===== config.mk =====
export PLATFORM = sky130hd
export DESIGN_NAME = i2c_cfg_target
export DESIGN_NICKNAME = d
export VERILOG_FILES = /design/src/rtl/i2c_cfg_pkg.sv /design/src/rtl/i2c_line_sync.sv /design/src/rtl/i2c_cfg_target.sv
export SDC_FILE = /design/constraint.sdc
export NUM_CORES = 1
export LEC_CHECK = 0
export ABC_AREA = 0
export BUFFER_PORTS_ARGS = -buffer_cell sky130_fd_sc_hd__buf_2
export CAP_MARGIN = 10
export CORE_ASPECT_RATIO = 0.7
export CORE_UTILIZATION = 53
export CTS_CLUSTER_DIAMETER = 40
export DETAILED_ROUTE_END_ITERATION = 6
export PLACE_DENSITY = 0.72
export RECOVER_POWER = 25
export REMOVE_ABC_BUFFERS = 1
export SLEW_MARGIN = 40
export SYNTH_ARGS = -nofsm -noshare
export SYNTH_HDL_FRONTEND = slang
export SYNTH_SLANG_ARGS = --single-unit

===== constraint.sdc =====
create_clock -name clk_i -period 2.5 [get_ports clk_i]
set_input_delay 0.375 -clock clk_i [delete_from_list [all_inputs] [get_ports clk_i]]
set_output_delay 0.375 -clock clk_i [all_outputs]
set_load 0.005 [all_outputs]

===== src/rtl/i2c_cfg_pkg.sv =====
// Shared types and constants for the I2C configuration target.
package i2c_cfg_pkg;

  // Protocol state machine states.
  typedef enum logic [3:0] {
    StIdle,
    StAddr,
    StAddrAck,
    StPtr,
    StPtrAck,
    StWdata,
    StWdataAck,
    StRdata,
    StRack,
    StWaitStop
  } i2c_state_e;

  localparam int unsigned CFG_BYTES = 12;

  localparam logic [3:0] REG_CFG_LAST = 4'hB;
  localparam logic [3:0] REG_STAT_LO  = 4'hC;
  localparam logic [3:0] REG_STAT_HI  = 4'hD;
  localparam logic [3:0] REG_ID       = 4'hE;

endpackage


===== src/rtl/i2c_line_sync.sv =====
// Two-flop synchroniser plus edge detector for one I2C line.
// Define I2C_CFG_TARGET_FILTER_EN to add a 3-sample stability filter after the synchroniser.
module i2c_line_sync (
  input  logic clk_i,
  input  logic rst_i,
  input  logic pin_i,
  output logic level_o,
  output logic rise_o,
  output logic fall_o
);

  logic meta_q, sync_q;
  logic stage;
  logic lvl_q, rise_q, fall_q;

  // Synchronise the raw pin; idle bus level is high.
  always_ff @(posedge clk_i) begin
    if (rst_i) begin
      meta_q <= 1'b1;
      sync_q <= 1'b1;
    end else begin
      meta_q <= pin_i;
      sync_q <= meta_q;
    end
  end

`ifdef I2C_CFG_TARGET_FILTER_EN
  logic       filt_q;
  logic [1:0] run_q;

  // Accept a new level only after three consecutive samples disagree with the current one.
  always_ff @(posedge clk_i) begin
    if (rst_i) begin
      filt_q <= 1'b1;
      run_q  <= '0;
    end else if (sync_q == filt_q) begin
      run_q <= '0;
    end else if (run_q == 2'd2) begin
      filt_q <= sync_q;
      run_q  <= '0;
    end else begin
      run_q <= run_q + 2'd1;
    end
  end

  assign stage = filt_q;
`else
  assign stage = sync_q;
`endif

  // Registered edge detect; level_o is aligned with the edge pulses.
  always_ff @(posedge clk_i) begin
    if (rst_i) begin
      lvl_q  <= 1'b1;
      rise_q <= 1'b0;
      fall_q <= 1'b0;
    end else begin
      lvl_q  <= stage;
      rise_q <= stage & ~lvl_q;
      fall_q <= ~stage & lvl_q;
    end
  end

  assign level_o = lvl_q;
  assign rise_o  = rise_q;
  assign fall_o  = fall_q;

endmodule


===== src/rtl/i2c_cfg_target.sv =====
// I2C target exposing a 12-byte config shadow, a 16-bit status snapshot and an ID byte.
// Optional line filter: I2C_CFG_TARGET_FILTER_EN (see i2c_line_sync).
module i2c_cfg_target
  import i2c_cfg_pkg::*;
#(
  parameter logic [6:0]  TARGET_ADDR = 7'h42,
  parameter logic [95:0] CFG_RESET   = 96'h0,
  parameter logic [7:0]  ID_BYTE     = 8'hA5
) (
  input  logic        clk_i,
  input  logic        rst_i,
  input  logic        scl_i,
  input  logic        sda_i,
  output logic        sda_oe_o,
  output logic [95:0] cfg_o,
  output logic        cfg_strobe_o,
  input  logic [15:0] status_i,
  output logic        busy_o
);

  logic scl_lvl, scl_rise, scl_fall;
  logic sda_lvl, sda_rise, sda_fall;

  i2c_line_sync u_scl_sync (
    .clk_i  (clk_i),
    .rst_i  (rst_i),
    .pin_i  (scl_i),
    .level_o(scl_lvl),
    .rise_o (scl_rise),
    .fall_o (scl_fall)
  );

  i2c_line_sync u_sda_sync (
    .clk_i  (clk_i),
    .rst_i  (rst_i),
    .pin_i  (sda_i),
    .level_o(sda_lvl),
    .rise_o (sda_rise),
    .fall_o (sda_fall)
  );

  i2c_state_e                  state_q, state_d;
  logic [3:0]                  cnt_q, cnt_d;
  logic [7:0]                  shift_q, shift_d;
  logic [7:0]                  txb_q, txb_d;
  logic [3:0]                  ptr_q, ptr_d;
  logic                        dirty_q, dirty_d;
  logic [CFG_BYTES-1:0][7:0]   shadow_q, shadow_d;
  logic [95:0]                 cfg_q, cfg_d;
  logic                        strobe_q, strobe_d;
  logic                        busy_q, busy_d;
  logic                        oe_q, oe_d;
  logic [15:0]                 snap_q, snap_d;

  logic       start_det, stop_det, byte_done;
  logic [3:0] rd_ptr;
  logic [7:0] rd_byte;

  assign start_det = sda_fall & scl_lvl;
  assign stop_det  = sda_rise & scl_lvl;
  assign byte_done = scl_fall && (cnt_q == 4'd8);

  // Byte to load for the next read; after a master ACK it is the following register.
  always_comb begin
    rd_ptr  = (state_q == StRack) ? ptr_q + 4'd1 : ptr_q;
    rd_byte = 8'h00;
    if (rd_ptr <= REG_CFG_LAST)     rd_byte = shadow_q[rd_ptr];
    else if (rd_ptr == REG_STAT_LO) rd_byte = snap_q[7:0];
    else if (rd_ptr == REG_STAT_HI) rd_byte = snap_q[15:8];
    else if (rd_ptr == REG_ID)      rd_byte = ID_BYTE;
  end

  // Next-state logic; START/STOP take priority over any bit-level activity.
  always_comb begin
    state_d  = state_q;
    cnt_d    = cnt_q;
    shift_d  = shift_q;
    txb_d    = txb_q;
    ptr_d    = ptr_q;
    dirty_d  = dirty_q;
    shadow_d = shadow_q;
    cfg_d    = cfg_q;
    strobe_d = 1'b0;
    busy_d   = busy_q;
    oe_d     = oe_q;
    snap_d   = snap_q;

    if (start_det || stop_det) begin
      state_d = start_det ? StAddr : StIdle;
      cnt_d   = '0;
      oe_d    = 1'b0;
      busy_d  = 1'b0;
      if (dirty_q) begin
        cfg_d    = shadow_q;
        strobe_d = 1'b1;
        dirty_d  = 1'b0;
      end
    end else begin
      if ((state_q inside {StAddr, StPtr, StWdata}) && scl_rise && (cnt_q != 4'd8)) begin
        shift_d = {shift_q[6:0], sda_lvl};
        cnt_d   = cnt_q + 4'd1;
      end
      unique case (state_q)
        StAddr: begin
          if (scl_rise && (cnt_q == 4'd7)) begin
            // shift_q[6:0] holds the address, the incoming bit is R/W.
            if (shift_q[6:0] == TARGET_ADDR) begin
              busy_d = 1'b1;
              if (sda_lvl) snap_d = status_i;
            end else begin
              state_d = StWaitStop;
            end
          end else if (byte_done) begin
            state_d = StAddrAck;
            oe_d    = 1'b1;
            cnt_d   = '0;
          end
        end
        StAddrAck: begin
          if (scl_fall) begin
            oe_d  = 1'b0;
            cnt_d = '0;
            if (shift_q[0]) begin
              state_d = StRdata;
              txb_d   = rd_byte;
              oe_d    = ~rd_byte[7];
            end else begin
              state_d = StPtr;
            end
          end
        end
        StPtr: begin
          if (byte_done) begin
            ptr_d   = shift_q[3:0];
            state_d = StPtrAck;
            oe_d    = 1'b1;
            cnt_d   = '0;
          end
        end
        StWdata: begin
          if (byte_done) begin
            if (ptr_q <= REG_CFG_LAST) begin
              shadow_d[ptr_q] = shift_q;
              dirty_d         = 1'b1;
            end
            ptr_d   = ptr_q + 4'd1;
            state_d = StWdataAck;
            oe_d    = 1'b1;
            cnt_d   = '0;
          end
        end
        StPtrAck, StWdataAck: begin
          if (scl_fall) begin
            oe_d    = 1'b0;
            state_d = StWdata;
          end
        end
        StRdata: begin
          if (scl_rise && (cnt_q != 4'd8)) begin
            cnt_d = cnt_q + 4'd1;
          end else if (byte_done) begin
            oe_d    = 1'b0;
            state_d = StRack;
            cnt_d   = '0;
          end else if (scl_fall) begin
            oe_d  = ~txb_q[6];
            txb_d = {txb_q[6:0], 1'b0};
          end
        end
        StRack: begin
          if (scl_rise) begin
            shift_d = {shift_q[6:0], sda_lvl};
            cnt_d   = 4'd1;
          end else if (scl_fall && (cnt_q == 4'd1)) begin
            cnt_d = '0;
            if (!shift_q[0]) begin
              ptr_d   = ptr_q + 4'd1;
              txb_d   = rd_byte;
              oe_d    = ~rd_byte[7];
              state_d = StRdata;
            end else begin
              state_d = StWaitStop;
            end
          end
        end
        default: ;
      endcase
    end
  end

  // State and datapath registers.
  always_ff @(posedge clk_i) begin
    if (rst_i) begin
      state_q  <= StIdle;
      cnt_q    <= '0;
      shift_q  <= '0;
      txb_q    <= '0;
      ptr_q    <= '0;
      dirty_q  <= 1'b0;
      shadow_q <= CFG_RESET;
      cfg_q    <= CFG_RESET;
      strobe_q <= 1'b0;
      busy_q   <= 1'b0;
      oe_q     <= 1'b0;
      snap_q   <= '0;
    end else begin
      state_q  <= state_d;
      cnt_q    <= cnt_d;
      shift_q  <= shift_d;
      txb_q    <= txb_d;
      ptr_q    <= ptr_d;
      dirty_q  <= dirty_d;
      shadow_q <= shadow_d;
      cfg_q    <= cfg_d;
      strobe_q <= strobe_d;
      busy_q   <= busy_d;
      oe_q     <= oe_d;
      snap_q   <= snap_d;
    end
  end

  assign sda_oe_o     = oe_q;
  assign cfg_o        = cfg_q;
  assign cfg_strobe_o = strobe_q;
  assign busy_o       = busy_q;

endmodule


==> summary.txt, run 1 <==
Status = completed
Sw Ratio = 22.1%
Worst-Skew Late Latency = 540 ps
Vias in the first global route = 9403
Largest net degree at the start of global routing = 159
DR pass1 iterations = 6
Total power = 0.00790 W
Final setup fails = 0
Final Non-Filler Cells = 1795
Post-synthesis sequential area ratio = 46.3%
Avg Vias per Cell = 5.96
Starting Density = 54.3%
Setup CP Type = reg -> reg
RD Place Congestion = 0.972
Max-Cap Viols = 0
Rel. slew slack = 25.6%
Power density over cell area = 613 nW/um^2
Die Area = 20900 um^2
Number of failing hold endpoints at the final stage = 0
Mapped Area = 10800 um^2
Fmax = 423 MHz
Initial DRC count = 1338
Sink Count = 249
P_sw = 0.00174 W
Drt wl/cell = 19.2 um
Inserted Clock Buffers = 27
CORE AREA = 19900 um^2
CTS H-tree lvls = 1
Pint = 0.00615 W
Part of the power in the clock network = 47.9%
Final Max Slew Viols = 0
Post-synthesis async set-or-reset flop share = 0%
Total of fill cells in the finished design = 1785
WHS = 34.2 ps
Share of cells above drive strength 1 = 15.8%
CTS tree = yes
Number of synthesized flops with an enable pin = 0
Top-level I/O count = 119
Nets@finish = 1533
Slew at the pin closest to its max-slew limit = 1120 ps
Fin crit share = 94.6%
R2R Path End = txb_q[4]
DRC errors left = 0
Seq cells post-synth = 249
Startpoint Class = flip-flop
HP Start = sda_i
Worst r2r src = state_q[1]
Synthesized netlist cell count = 1381
Clock Tree Root = clkbuf_16
Synth cell types = 66
Gr usage total = 32.7%
Synth-to-Final Area Change = 19.6%
Initial antenna violation count = 0
Detail Route Antenna Nets = 0
Hold path cells = 2
Clk_skew = 18.7 ps
PortBufs = 118
CP max FO = 15
Dpl cells = 1747
Hold Path End = u_sda_sync.meta_q
Comb power frac = 1.7%
Max rail drop VDD = 0.427 mV
Flop2flop setup slack = 130 ps
Row cnt = 43
Die H = 121 um
CTS Buffer Depth = 3
Most used DFF post-synth = dfxtp_1
Leakage Power = 4.52 nW
First-pass GRT wire length = 52.7 mm
Die width = 172 um
Sequential Power Share = 50.4%
Detailed Route WL = 34.4 mm
Crit path capture type = flip-flop
Yosys Warn Count = 0
HP Class = in -> reg
RSZ-0062 raised after global routing = no
Hpwl dp = 24.4 mm
Hold buffer count at cts = 0
Mapped Avg Cell Area = 7.80 um^2
GR Overflow Total = 0
R2R cell count = 6
CP Data Arrival Time = 2780 ps
Worst-path clk slew = 70 ps
Vias = 10700
Min Tclk post-route = 2370 ps
Worst endpoint required time = 2920 ps
N_diodes = 0
cell usage after synthesis, types with 10 or more instances:
| cell type | number | area [um^2] |
|---|---|---|
| a21oi_1 | 221 | 1110 |
| buf_2 | 14 | 70.1 |
| dfxtp_1 | 249 | 4980 |
| nor2_1 | 61 | 229 |
| o22ai_1 | 48 | 300 |
| nand3_1 | 107 | 536 |
| nand2_1 | 337 | 1260 |
| o22a_1 | 12 | 105 |
| o21ai_0 | 28 | 140 |
| nor3_1 | 13 | 65.1 |
| mux2i_1 | 30 | 300 |
| clkbuf_1 | 88 | 330 |
| inv_1 | 10 | 37.5 |
registers in the layout (all words and copies together) (netlist names), 4 cells and up, named ones only:
register and cells:
ptr_q 4, cnt_q 4, cfg_o 96, state_q 4
snap_q 16, txb_q 7, shadow_q 96
cells by family (layout without fill, tap and decap cells):
family | count (synthesis) | in the layout | share of synthesized area, %
buffers and inverters | 121 | 265 | 4.47
AND/OR/NAND/NOR | 575 | 575 | 23.4
adder cells (fa/ha/maj) | 7 | 7 | 0.813
AO/OA/AOI/OAI | 383 | 383 | 20.7
multiplexers | 39 | 39 | 3.73
flip-flops | 249 | 249 | 46.3
XOR/XNOR | 7 | 7 | 0.639
how the worst max path moves through the flow:
stage | startpoint | end | slack (ps) | depth (start not counted)
floorplan | state_q[2] | shadow_q[56] | -640 | 7
global placement | state_q[1] | txb_q[4] | 60 | 6
detailed placement | state_q[1] | txb_q[2] | 10 | 6
CTS | state_q[1] | txb_q[2] | 30 | 5
global route | cnt_q[0] | ptr_q[0] | 10 | 7
finish | state_q[1] | txb_q[4] | 130 | 6
per-stage QoR:
| stage | cell area, um^2 | setup slack [ps] | TNS, ps | utilization [%] |
|---|---|---|---|---|
| 3_3_place_gp | 12000 | 59.5 | 0 | 60.6 |
| 2_1_floorplan | 10300 | -636 | -83020 | - |
| 4_1_cts | 12900 | 29.6 | 0 | 64.9 |
| 5_1_grt | 12900 | 12.6 | 0 | 64.9 |
| 3_5_place_dp | 12000 | 14.9 | 0 | 60.6 |
| 6_report | 12900 | 135 | 0 | 64.9 |
power groups by stage:
| stage | clock network (W) | logic, W | registers (W) |
|---|---|---|---|
| 6_report | 0.00378 | 0.000137 | 0.00398 |
| 5_1_grt | 0.00398 | 0.000146 | 0.00398 |
| 4_1_cts | 0.00382 | 0.000133 | 0.00398 |
| 3_5_place_dp | 0 | 0.000133 | 0.00407 |
| 3_3_place_gp | 0 | 0.000135 | 0.00407 |
| 2_1_floorplan | 0 | 0.0000252 | 0.00407 |
per-layer routing:
layer	up-vias	track usage, %	routed length (um)	part of all wire, %
met5	-	0	0	0
met4	0	7.02	615	1.8
met3	52	8.12	3950	11
met2	512	45.4	13800	40
met1	5077	49.9	16100	47
li1	5062	-	-	-
cell usage in the layout, fill, tap and decap left out, drive strengths merged, types with 4 or more instances in the layout:
cell	netlist	final
inv	10	16
a21oi	222	222
buf	21	155
clkbuf	90	90
nor2b	5	5
a22oi	8	8
a22o	4	4
a31oi	9	9
o22a	12	12
o211ai	4	4
nor3b	9	9
dfxtp	249	249
or2	10	10
o21ai	35	35
mux2i	30	30
nand2b	9	9
ha	7	7
xnor2	5	5
and3	5	5
nor3	14	14
a211oi	4	4
o2bb2ai	4	4
o22ai	48	48
nand2	337	337
mux2	9	9
nor2	62	62
nand3	107	107
area by class of cell:
cell class / instances / area (um^2) / share of cell area, %
sequential: 249 / 4990 / 38.7
multi-input combinational: 1011 / 5410 / 42.0
timing repair buffer: 207 / 1270 / 9.89
clock buffer: 38 / 757 / 5.88
inverter: 10 / 37.5 / 0.291
tap: 270 / 338 / 2.62
clock inverter: 10 / 82.6 / 0.641
worst max-delay path, stage by stage (launching register included):
cell	delay, ps
dfxtp_1	310
or4b_4	640
mux2_4	430
o22ai_1	320
a2bb2oi_1	310
o211a_1	170
o21ai_1	60
repair_timing:
| action | 4_1_cts | 5_1_grt |
|---|---|---|
| resized for setup | 1 | 16 |
| setup buffers | 0 | 0 |
| cloned | 0 | 0 |
| pin swaps | 0 | 1 |
| endpoints found under the setup margin | 1 | 28 |
(Power assumes the default switching activity.)
==> inputs of run 2 (changes only) <==
==> constraint.sdc (replaced) <==
create_clock -name clk_i -period 2 [get_ports clk_i]
set_input_delay 0.3 -clock clk_i [delete_from_list [all_inputs] [get_ports clk_i]]
set_output_delay 0.3 -clock clk_i [all_outputs]
set_load 0.005 [all_outputs]
==> summary.txt, run 2 (synthesis results as in run 1) <==
Met2 wire len = 17.0 mm (+23%)
Max-Cap Viols = 0 (unchanged)
Hpwl dp = 25.2 mm (+3.1%)
RD Place Congestion = 1.01 (+3.9%)
Final Non-Filler Cells = 1910 (+6.4%)
CP Data Arrival Time = 2740 ps (-40 ps)
Power density over cell area = 671 nW/um^2 (+9.5%)
Design area = 15700 um^2 (+22%)
Detail Route Antenna Nets = 0 (unchanged)
DR pass1 iterations = 7 (+1)
CTS tree = yes
Final Max Slew Viols = 0 (unchanged)
Startpoint Class = flip-flop
DRC errors left = 0 (unchanged)
Status = complete, but fails checks
Clock Tree Root = clkbuf_16
Final setup fails = 112 (+112)
Total power = 0.0105 W (+34%)
GR Overflow Total = 0 (unchanged)
Max rail drop VDD = 0.579 mV (+36%)
Total of fill cells in the finished design = 1270 (-29%)
Most frequent cells in the layout = nand2_1, dfxtp_1, buf_4
Die H = 121 um (unchanged)
Row cnt = 43 (unchanged)
Vias = 11700 (+9.4%)
N_diodes = 0 (unchanged)
RSZ-0062 raised after global routing = yes
Met1 wire length = 17.2 mm (+7.3%)
Top layer reached by signal wires = met4
HP Class = in -> reg
Initial DRC count = 1250 (-6.6%)
Fin crit share = 116% (+22 points)
Avg Vias per Cell = 6.13 (+2.8%)
Rel. slew slack = 38.3% (+13 points)
Multi-input logic area = 6860 um^2 (+27%)
Failing checks = setup timing
Min Tclk post-route = 2330 ps (-39.0 ps)
CORE AREA = 19900 um^2 (unchanged)
Share of cells above drive strength 1 = 37.5% (+22 points)
Number of failing hold endpoints at the final stage = 0 (unchanged)
Placed Instance Area = 12600 um^2 (+5.0%)
Die Area = 20900 um^2 (unchanged)
Slew at the pin closest to its max-slew limit = 925 ps (-190 ps)
Leakage Power = 5.62 nW (+24%)
Worst-path clk slew = 60 ps (about the same)
CTS H-tree lvls = 1 (unchanged)
Starting Density = 54.3% (unchanged)
Nets@finish = 1646 (+7.4%)
Flip-flop and latch area = 5000 um^2 (+0.25%)
Final WS setup = -326 ps (-461 ps)
Inserted Clock Buffers = 28 (+3.7%)
Synth-to-Final Area Change = 45.8%
Drt wl/cell = 21.0 um (+9.3%)
Worst-Skew Late Latency = 550 ps (about the same)
Worst endpoint required time = 2410 ps (-510 ps)
First-pass GRT wire length = 56.7 mm (+7.5%)
Largest net degree at the start of global routing = 162 (+1.9%)
CTS Buffer Depth = 3 (unchanged)
Setup CP Type = reg -> reg
Vias in the first global route = 10100 (+6.9%)
Dpl cells = 1825 (+4.5%)
CP max FO = 9 (-6)
Detailed Route WL = 40.0 mm (+16%)
PortBufs = 118 (unchanged)
Crit path capture type = flip-flop
Die width = 172 um (unchanged)
Top-level I/O count = 119 (unchanged)
Fmax = 430 MHz (+1.7%)
Initial antenna violation count = 0 (unchanged)
Gr usage total = 35.0% (+2.3 points)
Clk_skew = 23.0 ps (+4.34 ps)
Commonest non-fill, non-tap cell in the layout = nand2_1
Wire length on met3 = 4.43 mm (+12%)
Sink Count = 249 (unchanged)
==> run 2: cell types whose count changed in the layout (fill, tap and decap cells not counted), moves of 25 or more <==
cell,previous run,this run
nand2_1,336,278
nand3_2,0,41
a21oi_1,221,141
buf_4,82,142
buf_6,1,28
clkbuf_1,58,31
nand3_1,107,45
buf_2,66,91
a21oi_2,1,81
nand2_4,1,36
==> run 2: per-stage QoR <==
stage / hold WS [ps] / TNS, ps / util, % / setup WS (ps)
2_1_floorplan: 369 / -193860 / - / -1140
3_3_place_gp: 392 / -23140 / 63.6 / -642
3_5_place_dp: 403 / -23290 / 63.6 / -651
4_1_cts: 1.86 / -3780 / 71.4 / -318
5_1_grt: 22.6 / -18100 / 79.1 / -412
6_report: 12.4 / -9310 / 79.1 / -326
==> run 2: layer usage <==
| layer | vias to the layer above | track usage, % |
|---|---|---|
| met5 | - | 0 |
| met4 | 0 | 11.5 |
| met3 | 105 | 7.37 |
| met2 | 695 | 48.6 |
| met1 | 5581 | 52.7 |
| li1 | 5332 | - |
==> run 2: path summary, 6_finish.rpt <==
kind	from	end	slack (ps)	cells after the start
worst max-delay path	ptr_q[0]	txb_q[4]	-330	11
worst min-delay path	status_i[6]	snap_q[6]	10	3
worst max register to register	ptr_q[0]	txb_q[4]	-330	11
worst min register to register	u_sda_sync.meta_q	u_sda_sync.stage	410	1
==> run 2: area by class of cell <==
| cell class | instances | area share (%) |
|---|---|---|
| Tap cell | 270 | 2.15 |
| Clock buffer | 38 | 5.09 |
| Inverter | 10 | 0.255 |
| Sequential cell | 249 | 31.8 |
| Timing Repair Buffer | 318 | 15.9 |
| Clock inverter | 13 | 1.09 |
| Multi-Input combinational cell | 1012 | 43.7 |
==> run 2: worst max-delay path, cell delays in order (launching register included) <==
cell and delay (ps):
dfxtp_1 340, inv_1 90, ha_4 270, nand2b_1 180, buf_4 190, o22a_1 220, o2bb2ai_1 140, a22oi_1 230
buf_4 180, a2bb2oi_4 170, o211a_1 150, o21ai_1 50
==> run 2: where the power goes <==
group	internal, W	leakage [nW]	total, W	switching [W]
sequential	0.00496	2.01	0.00497	0.00000439
clock	0.00322	0.474	0.00537	0.00215
combinational	0.0000683	3.14	0.000213	0.000145
total	0.00825	5.62	0.0105	0.00230
==> run 2: what timing repair did <==
action | CTS | global route
hold endpoints to repair | 4 | 0
gates cloned | 3 | 6
pin swaps | 32 | 113
endpoints found under the setup margin | 125 | 133
hold buffers | 4 | 0
setup buffers | 9 | 14
resized for setup | 98 | 306
